**src/rtl/neuron_param_loader.sv**
```systemverilog
`timescale 1ns/1ps
// ============================================================================
// neuron_param_loader
//
// Byte-serial configuration loader for the single-channel dual-leak ALIF
// neuron. It accepts a 6-byte frame: five payload bytes followed by an XOR
// checksum. The payload is held in shadow registers and is copied to the
// neuron-facing outputs in one step, and only when the checksum matches. The
// neuron therefore never sees a partially loaded parameter set.
//
// Frame layout:
//   byte0[2:0] -> weight_a       (byte0[7:3] are covered by the checksum only)
//   byte1      -> leak_rate_1
//   byte2      -> leak_rate_2
//   byte3      -> threshold_min
//   byte4[3:0] -> leak_cycles_1
//   byte4[7:4] -> leak_cycles_2
//   byte5      -> XOR of bytes 0..4
//
// Parameters:
//   TIMEOUT        idle cycles allowed between accepted bytes before abort
//
// Ports:
//   clk            system clock
//   reset          synchronous, active-high reset
//   start          one-cycle frame start; restarts a frame already in progress
//   data_in        frame byte
//   data_valid     data_in is valid this cycle
//   busy           high while a frame is being loaded
//   params_ready   a valid parameter set has been committed since reset
//   load_done      one-cycle pulse on a successful commit
//   load_err       sticky checksum/timeout error, cleared by start or reset
//   weight_a .. leak_cycles_2   committed parameter set
// ============================================================================
module neuron_param_loader #(
    parameter logic [7:0] TIMEOUT = 8'd255
) (
    input  logic       clk,
    input  logic       reset,
    input  logic       start,
    input  logic [7:0] data_in,
    input  logic       data_valid,
    output logic       busy,
    output logic       params_ready,
    output logic       load_done,
    output logic       load_err,
    output logic [2:0] weight_a,
    output logic [7:0] leak_rate_1,
    output logic [7:0] leak_rate_2,
    output logic [7:0] threshold_min,
    output logic [3:0] leak_cycles_1,
    output logic [3:0] leak_cycles_2
);

    typedef enum logic {
        S_IDLE = 1'b0,
        S_LOAD = 1'b1
    } state_t;

    localparam logic [2:0] LAST_IDX = 3'd5;

    state_t          r_state;
    logic [2:0]      r_idx;
    logic [7:0]      r_csum;
    logic [7:0]      r_tmo;
    logic [4:0][7:0] r_shadow;

    logic            r_busy;
    logic            r_params_ready;
    logic            r_load_done;
    logic            r_load_err;
    logic [2:0]      r_weight_a;
    logic [7:0]      r_leak_rate_1;
    logic [7:0]      r_leak_rate_2;
    logic [7:0]      r_threshold_min;
    logic [3:0]      r_leak_cycles_1;
    logic [3:0]      r_leak_cycles_2;

    logic [7:0]      w_tmo_next;

    // The abort fires on the edge where the idle count would reach TIMEOUT,
    // i.e. TIMEOUT idle cycles after start or the last accepted byte.
    assign w_tmo_next = r_tmo + 8'd1;

    always_ff @(posedge clk) begin
        if (reset) begin
            r_state         <= S_IDLE;
            r_idx           <= '0;
            r_csum          <= '0;
            r_tmo           <= '0;
            r_shadow        <= '0;
            r_busy          <= 1'b0;
            r_params_ready  <= 1'b0;
            r_load_done     <= 1'b0;
            r_load_err      <= 1'b0;
            r_weight_a      <= '0;
            r_leak_rate_1   <= '0;
            r_leak_rate_2   <= '0;
            r_threshold_min <= '0;
            r_leak_cycles_1 <= '0;
            r_leak_cycles_2 <= '0;
        end else begin
            r_load_done <= 1'b0;

            // start outranks data_valid: a byte presented with start is dropped
            if (start) begin
                r_state    <= S_LOAD;
                r_busy     <= 1'b1;
                r_idx      <= '0;
                r_csum     <= '0;
                r_tmo      <= '0;
                r_load_err <= 1'b0;
            end else begin
                case (r_state)
                    S_IDLE: begin
                        // data_valid is ignored outside a frame
                        r_busy <= 1'b0;
                    end

                    S_LOAD: begin
                        if (data_valid) begin
                            r_tmo <= '0;
                            if (r_idx == LAST_IDX) begin
                                r_state <= S_IDLE;
                                r_busy  <= 1'b0;
                                r_idx   <= '0;
                                if (r_csum == data_in) begin
                                    r_weight_a      <= r_shadow[0][2:0];
                                    r_leak_rate_1   <= r_shadow[1];
                                    r_leak_rate_2   <= r_shadow[2];
                                    r_threshold_min <= r_shadow[3];
                                    r_leak_cycles_1 <= r_shadow[4][3:0];
                                    r_leak_cycles_2 <= r_shadow[4][7:4];
                                    r_params_ready  <= 1'b1;
                                    r_load_done     <= 1'b1;
                                end else begin
                                    r_load_err <= 1'b1;
                                end
                            end else begin
                                r_shadow[r_idx] <= data_in;
                                r_csum          <= r_csum ^ data_in;
                                r_idx           <= r_idx + 3'd1;
                            end
                        end else if (w_tmo_next == TIMEOUT) begin
                            r_state    <= S_IDLE;
                            r_busy     <= 1'b0;
                            r_idx      <= '0;
                            r_tmo      <= '0;
                            r_shadow   <= '0;
                            r_load_err <= 1'b1;
                        end else begin
                            r_tmo <= w_tmo_next;
                        end
                    end

                    default: begin
                        r_state <= S_IDLE;
                        r_busy  <= 1'b0;
                    end
                endcase
            end
        end
    end

    assign busy          = r_busy;
    assign params_ready  = r_params_ready;
    assign load_done     = r_load_done;
    assign load_err      = r_load_err;
    assign weight_a      = r_weight_a;
    assign leak_rate_1   = r_leak_rate_1;
    assign leak_rate_2   = r_leak_rate_2;
    assign threshold_min = r_threshold_min;
    assign leak_cycles_1 = r_leak_cycles_1;
    assign leak_cycles_2 = r_leak_cycles_2;

endmodule
```
**config.mk**
```make
export PLATFORM = sky130hd
export DESIGN_NAME = neuron_param_loader
export DESIGN_NICKNAME = d
export VERILOG_FILES = /design/src/rtl/neuron_param_loader.sv
export SDC_FILE = /design/constraint.sdc
export NUM_CORES = 1
export LEC_CHECK = 0
export CAP_MARGIN = 40
export CORE_ASPECT_RATIO = 2
export CORE_MARGIN = 5
export CORE_UTILIZATION = 49
export DETAILED_ROUTE_END_ITERATION = 10
export PLACE_DENSITY = 0.76
export SETUP_SLACK_MARGIN = 0.4
export SYNTH_ARGS = -nofsm -noshare
export SYNTH_HDL_FRONTEND = slang
export SYNTH_SLANG_ARGS = --single-unit
```
**constraint.sdc**
```tcl
create_clock -name clk -period 2.23 [get_ports clk]
set_input_delay 0.446 -clock clk [delete_from_list [all_inputs] [get_ports clk]]
set_output_delay 0.446 -clock clk [all_outputs]
set_load 0.02 [all_outputs]
```
* After elaboration in Yosys (flattened, before gate mapping)
Index checks and enable logic that the tools add are counted.
** Word-level totals
- Bits in registers :: 99
- Latch bits :: 0
- Memory bits (writable) :: 0
- ROM bits :: 0
- Output and inout bits :: 39
- Word-level logic and storage cells :: 72
- Memories :: 0
** Cells by class
- Add/subtract/negate cells :: 2
- Multiply operators :: 0
- Div/mod/pow operators :: 0
- Magnitude comparators :: 2
- Eq/ne operators :: 8
- Shifts and indexed selects :: 0
- Multiplexer cells :: 26
- Bitwise gates (word level) :: 5
- Reductions and logical operators :: 10
** Operator list (number)
- 40-bit two-way mux :: 3
- 40-bit bitwise mux :: 1
- 8-bit demux with 3-bit select :: 1
- 8-bit two-way mux :: 3
- 1-bit two-way mux :: 14
- 3-bit two-way mux :: 3
- 8-bit by 1-bit adder with 8-bit output, second input constant :: 1
- 8-bit equality test :: 1
- 8-bit equality test, second input constant :: 1
- 4-bit by 3-bit inequality test with 1-bit output, second input constant :: 2
- 4-bit AND reduction :: 2
- 8-bit XOR :: 1
- 5-bit AND reduction :: 1
- 5-bit OR reduction :: 1
- 3-bit by 4-bit < comparator with 1-bit output, second input constant :: 1
- 2-bit inequality test, second input constant :: 2
- 1-bit inverter :: 4
- 2-bit AND reduction :: 2
- 3-bit by 1-bit adder with 3-bit output, second input constant :: 1
- 3-bit equality test, second input constant :: 1
- 3-bit by 1-bit >= comparator with 1-bit output, second input constant :: 1
- 3-bit AND reduction :: 1
- 2-bit by 1-bit inequality test with 1-bit output, second input constant :: 1
- 1-bit case mux with 2 select lines :: 1
- other kinds (3) :: 3

* Logic depth before layout (Yosys ltp)
- Depth in word-level cells :: 7
- Depth in mapped cells :: 8

* Worst setup path before layout
No wires, ideal clock.
- Path type :: flip-flop to flip-flop
- From :: register r_tmo[1]
- To :: register r_shadow[10] (netlist name)
- Setup time :: 0.117 ns
- Arrival time :: 1.973 ns
- Data required time :: 2.113 ns
- Slack :: 0.140 ns
- Stages on the path, launching flop included :: 7
- Buffers on the path :: 0
- Clock period less this slack :: 2.090 ns
- Cells stage by stage :: dfxtp_1 -> ha_1 -> nand3_1 -> or3_1 -> a211oi_4 -> o31ai_2 -> a22o_1
** Between the ends
- Word-level cells in the longest chain between the ends :: 4
** RTL lines
- start, declared :: RTL line 65 : logic [7:0] r_tmo;
- start signal, assigned :: RTL line 152 : r_tmo <= w_tmo_next;
- 8-bit by 1-bit adder with 8-bit output :: RTL line 83 : assign w_tmo_next = r_tmo + 8'd1;
- 8-bit equality test :: RTL line 144 : end else if (w_tmo_next == TIMEOUT) begin
- 2-bit nonzero test (no source line)
- 4-bit AND reduction (no source line)
- end signal, assigned by index :: RTL line 140 : r_shadow[r_idx] <= data_in;
- end, declared :: RTL line 66 : logic [4:0][7:0] r_shadow;
Every way passes these cells.
A chain may end at the register's enable or synchronous reset.

* Final worst setup path
- From :: register r_tmo[0]
- To :: register r_shadow[34] (netlist name)
The elaborated chain is that of the path after synthesis.

==> qor.csv <==
metric,value,unit
h-tree-depth,3,
antenna_found_initial,0,
wl,10070,um
syn_inst,376,
grt_pass1_vias,3208,
design_area,0.005140,mm2
max_stage_delay,0.39,ns
status,finished clean,
seq_power_share,47.5,%
dr.pass1.iters,4,
dp_hpwl,6539,um
maxCapViolCount,0,
slowest_stage,or3_4,
gp_congestion,0.8107,
start_kind,flip-flop,
hp-class,flip-flop to flip-flop,
hold_violations,0,
power_switching_share,22.89,%
syn_avg_cell_area,9.750,um2
netlist_area,0.003666,mm2
root_buffer,clkbuf_16,
num_rows,44,
placed_cell_area,0.004508,mm2
worstSetupEndpointType,flip-flop,
tightest_slew,0.5372,ns
antenna_cells,0,
fillers,559,
layout_min_cycle_time,1.915,ns
clock_sinks,94,
clockPowerShare,46.9,%
worst_skew_pair.late_latency,0.34,ns
dieWidth,71.16,um
ys_ff_latch,94,
coreArea,0.007267,mm2
vias_per_cell,5.549,
cp_cell_sequence,inv_4 -> ha_4 -> nand4_1 -> or3_4 -> a211oi_4 -> buf_12 -> o31ai_4 -> a22o_1,
use_met2,39.45,%
period_share,85.85,%
io-pin-count,51,
numCtsBuffers,9,
relSlewSlack,63.86,%
initial_core_util,50.45,%
crit_fanout,8,
crit_required,2.47,ns
cp_top_family,simple AND/OR/NAND/NOR gates,
skew,0.006703,ns
rsz0062_at_grt,true,
dr_total_vias,3102,
cp_num_buf_inv,2,
wl_per_cell,18.01,um
final_nets,476,
fmaxAchievable,522.3,MHz
overflow,0,
grt-busiest-layer,met2,
clkTransAtPathRegs,0.07,ns
post-route-util,70.73,%
die_h,132.3,um
grt_pass1_wl,15610,um
setup_viol,0,
tritoncts,done,
antenna_left,0,
fin_hold_ws,0.4623,ns
drcViolationCount,0,
p_switching,0.8189,mW
worst_slack,0.3155,ns
pwr-share-comb,5.6,%
yosysWarningCount,0,
crit_type,flip-flop to flip-flop,
slew_violations,0,
syn_nets,390,
die_area,0.009416,mm2
first_iter_violations,167,
place_ws,-0.09112,ns
met3_usage,4.351,%
total_power,3.578,mW
cp.arrival,2.15,ns
irDropWorstVdd,0.4787,mV
power.density,696.2,mW/mm2
grt_use_total,21.12,%
p_int,2.759,mW
io_buffers,50,
synth.distinct_cells,41,
drive_gt1_share,20.77,%
p_leak,2.179,nW
area_growth,40.20,%
grt_max_degree,21,
holdBufCountCts,0,
synth-seq-area-share,51.33,%
grtUsageMet1,20.50,%
clock_path_buffers,2,
## layout by cell type, fill, tap and decap left out, types with 5 or more instances in the layout
cell type / count
mux2i_1: 34
dlygate4sd2_1: 9
a31oi_1: 5
nand2_1: 26
buf_4: 36
clkdlybuf4s50_1: 39
nand3_1: 9
nor3_1: 5
xor2_1: 15
dfxtp_2: 5
inv_1: 7
nor2_1: 56
a22o_1: 32
a21oi_1: 7
dfxtp_1: 87
clkbuf_16: 9
## flip-flops by register name, indices dropped and copies added (netlist names)
name,cells
busy,1
leak_cycles_1,4
leak_cycles_2,4
leak_rate_1,8
leak_rate_2,8
load_done,1
load_err,1
params_ready,1
r_csum,8
r_idx,3
r_shadow,35
r_state,1
r_tmo,8
threshold_min,8
weight_a,3
## synth_stat cells (all sizes together)
| library cell | count | share of area [%] |
|---|---|---|
| dfxtp | 94 | 51 |
| and3 | 1 | 0.17 |
| or3 | 2 | 0.34 |
| inv | 8 | 0.82 |
| o31ai | 5 | 1.4 |
| a22o | 32 | 7.6 |
| ha | 2 | 0.68 |
| nand2b | 2 | 0.34 |
| a21boi | 1 | 0.20 |
| a21o | 1 | 0.20 |
| and3b | 1 | 0.24 |
| clkbuf | 14 | 1.4 |
| nor4 | 7 | 1.2 |
| nand2 | 26 | 2.7 |
| nand3 | 14 | 1.9 |
| o21a | 1 | 0.20 |
| o31a | 1 | 0.24 |
| mux2i | 36 | 9.8 |
| a21oi | 7 | 0.96 |
| buf | 6 | 0.78 |
| nand3b | 2 | 0.41 |
| a22oi | 1 | 0.20 |
| nor3b | 1 | 0.20 |
| xor2 | 17 | 4.1 |
| nor2b | 4 | 0.68 |
| xnor2 | 1 | 0.24 |
| o41ai | 1 | 0.24 |
| nor2 | 58 | 5.9 |
| o21ai | 6 | 0.92 |
| a31oi | 5 | 0.85 |
| nand4b | 1 | 0.24 |
| nor3 | 6 | 0.82 |
| o211ai | 1 | 0.20 |
| a211oi | 4 | 1.2 |
| nand4 | 2 | 0.34 |
| and2 | 4 | 0.68 |
| or2 | 1 | 0.17 |
## path summary, 6_finish.rpt
check                             from                         to  cells past startpoint  slack (ns)
max              r_tmo[0]$_SDFFE_PP0P_  r_shadow[34]$_SDFFE_PP0P_                      8        0.32
min          params_ready$_SDFFE_PP0P_  params_ready$_SDFFE_PP0P_                      2        0.46
max reg2reg      r_tmo[0]$_SDFFE_PP0P_  r_shadow[34]$_SDFFE_PP0P_                      8        0.32
min reg2reg  params_ready$_SDFFE_PP0P_  params_ready$_SDFFE_PP0P_                      2        0.46
## routing by layer
metal,vias to the layer above,wire [um]
met4,0,363
met1,1506,3724
met3,24,345
met2,80,5636
li1,1492,-
met5,-,0
## worst min-delay path, stage by stage, from the launching register on
cell and delay, ns:
dfxtp_1 0.32, inv_1 0.05, a21oi_1 0.05
## through the flow
step | std cells | setup TNS, ns
after CTS | 551 | 0
after global placement | 528 | -0.3254
final | 559 | 0
after detailed placement | 528 | -2.730
after floorplan | 376 | 0
after global routing | 559 | 0
## layout make-up
cell class	instances	area (um2)	share of cell area, %
Clock inverter	7	105.1	2.045
Clock buffer	9	225.2	4.382
Multi-Input combinational cell	254	1852	36.03
Sequential cell	94	1896	36.88
Inverter	8	32.53	0.6329
Timing Repair Buffer	95	914.6	17.79
Tap cell	92	115.1	2.240
## power by group through the flow
stage | sequential [mW] | combinational, mW | clock (mW)
6_report | 1.70 | 0.200 | 1.68
5_1_grt | 1.70 | 0.212 | 1.77
4_1_cts | 1.70 | 0.188 | 1.70
3_5_place_dp | 1.74 | 0.184 | 0
3_3_place_gp | 1.74 | 0.181 | 0
2_1_floorplan | 1.74 | 0.0928 | 0
## cell families after synthesis
logic type,after synthesis,share of synthesized area [%]
multiplexers,36,9.829
AND/OR/NAND/NOR,132,16.35
XOR/XNOR,18,4.300
adder cells (fa/ha/maj),2,0.6825
buffers and inverters,28,3.037
flip-flops,94,51.33
AO/OA/AOI/OAI,66,14.47
## repair_timing
action,CTS,global route
buffers inserted,5,7
gates resized for setup,28,27
pin swaps,14,18
setup endpoints to repair,72,79
cloned,2,1
(Power assumes the default switching activity.)
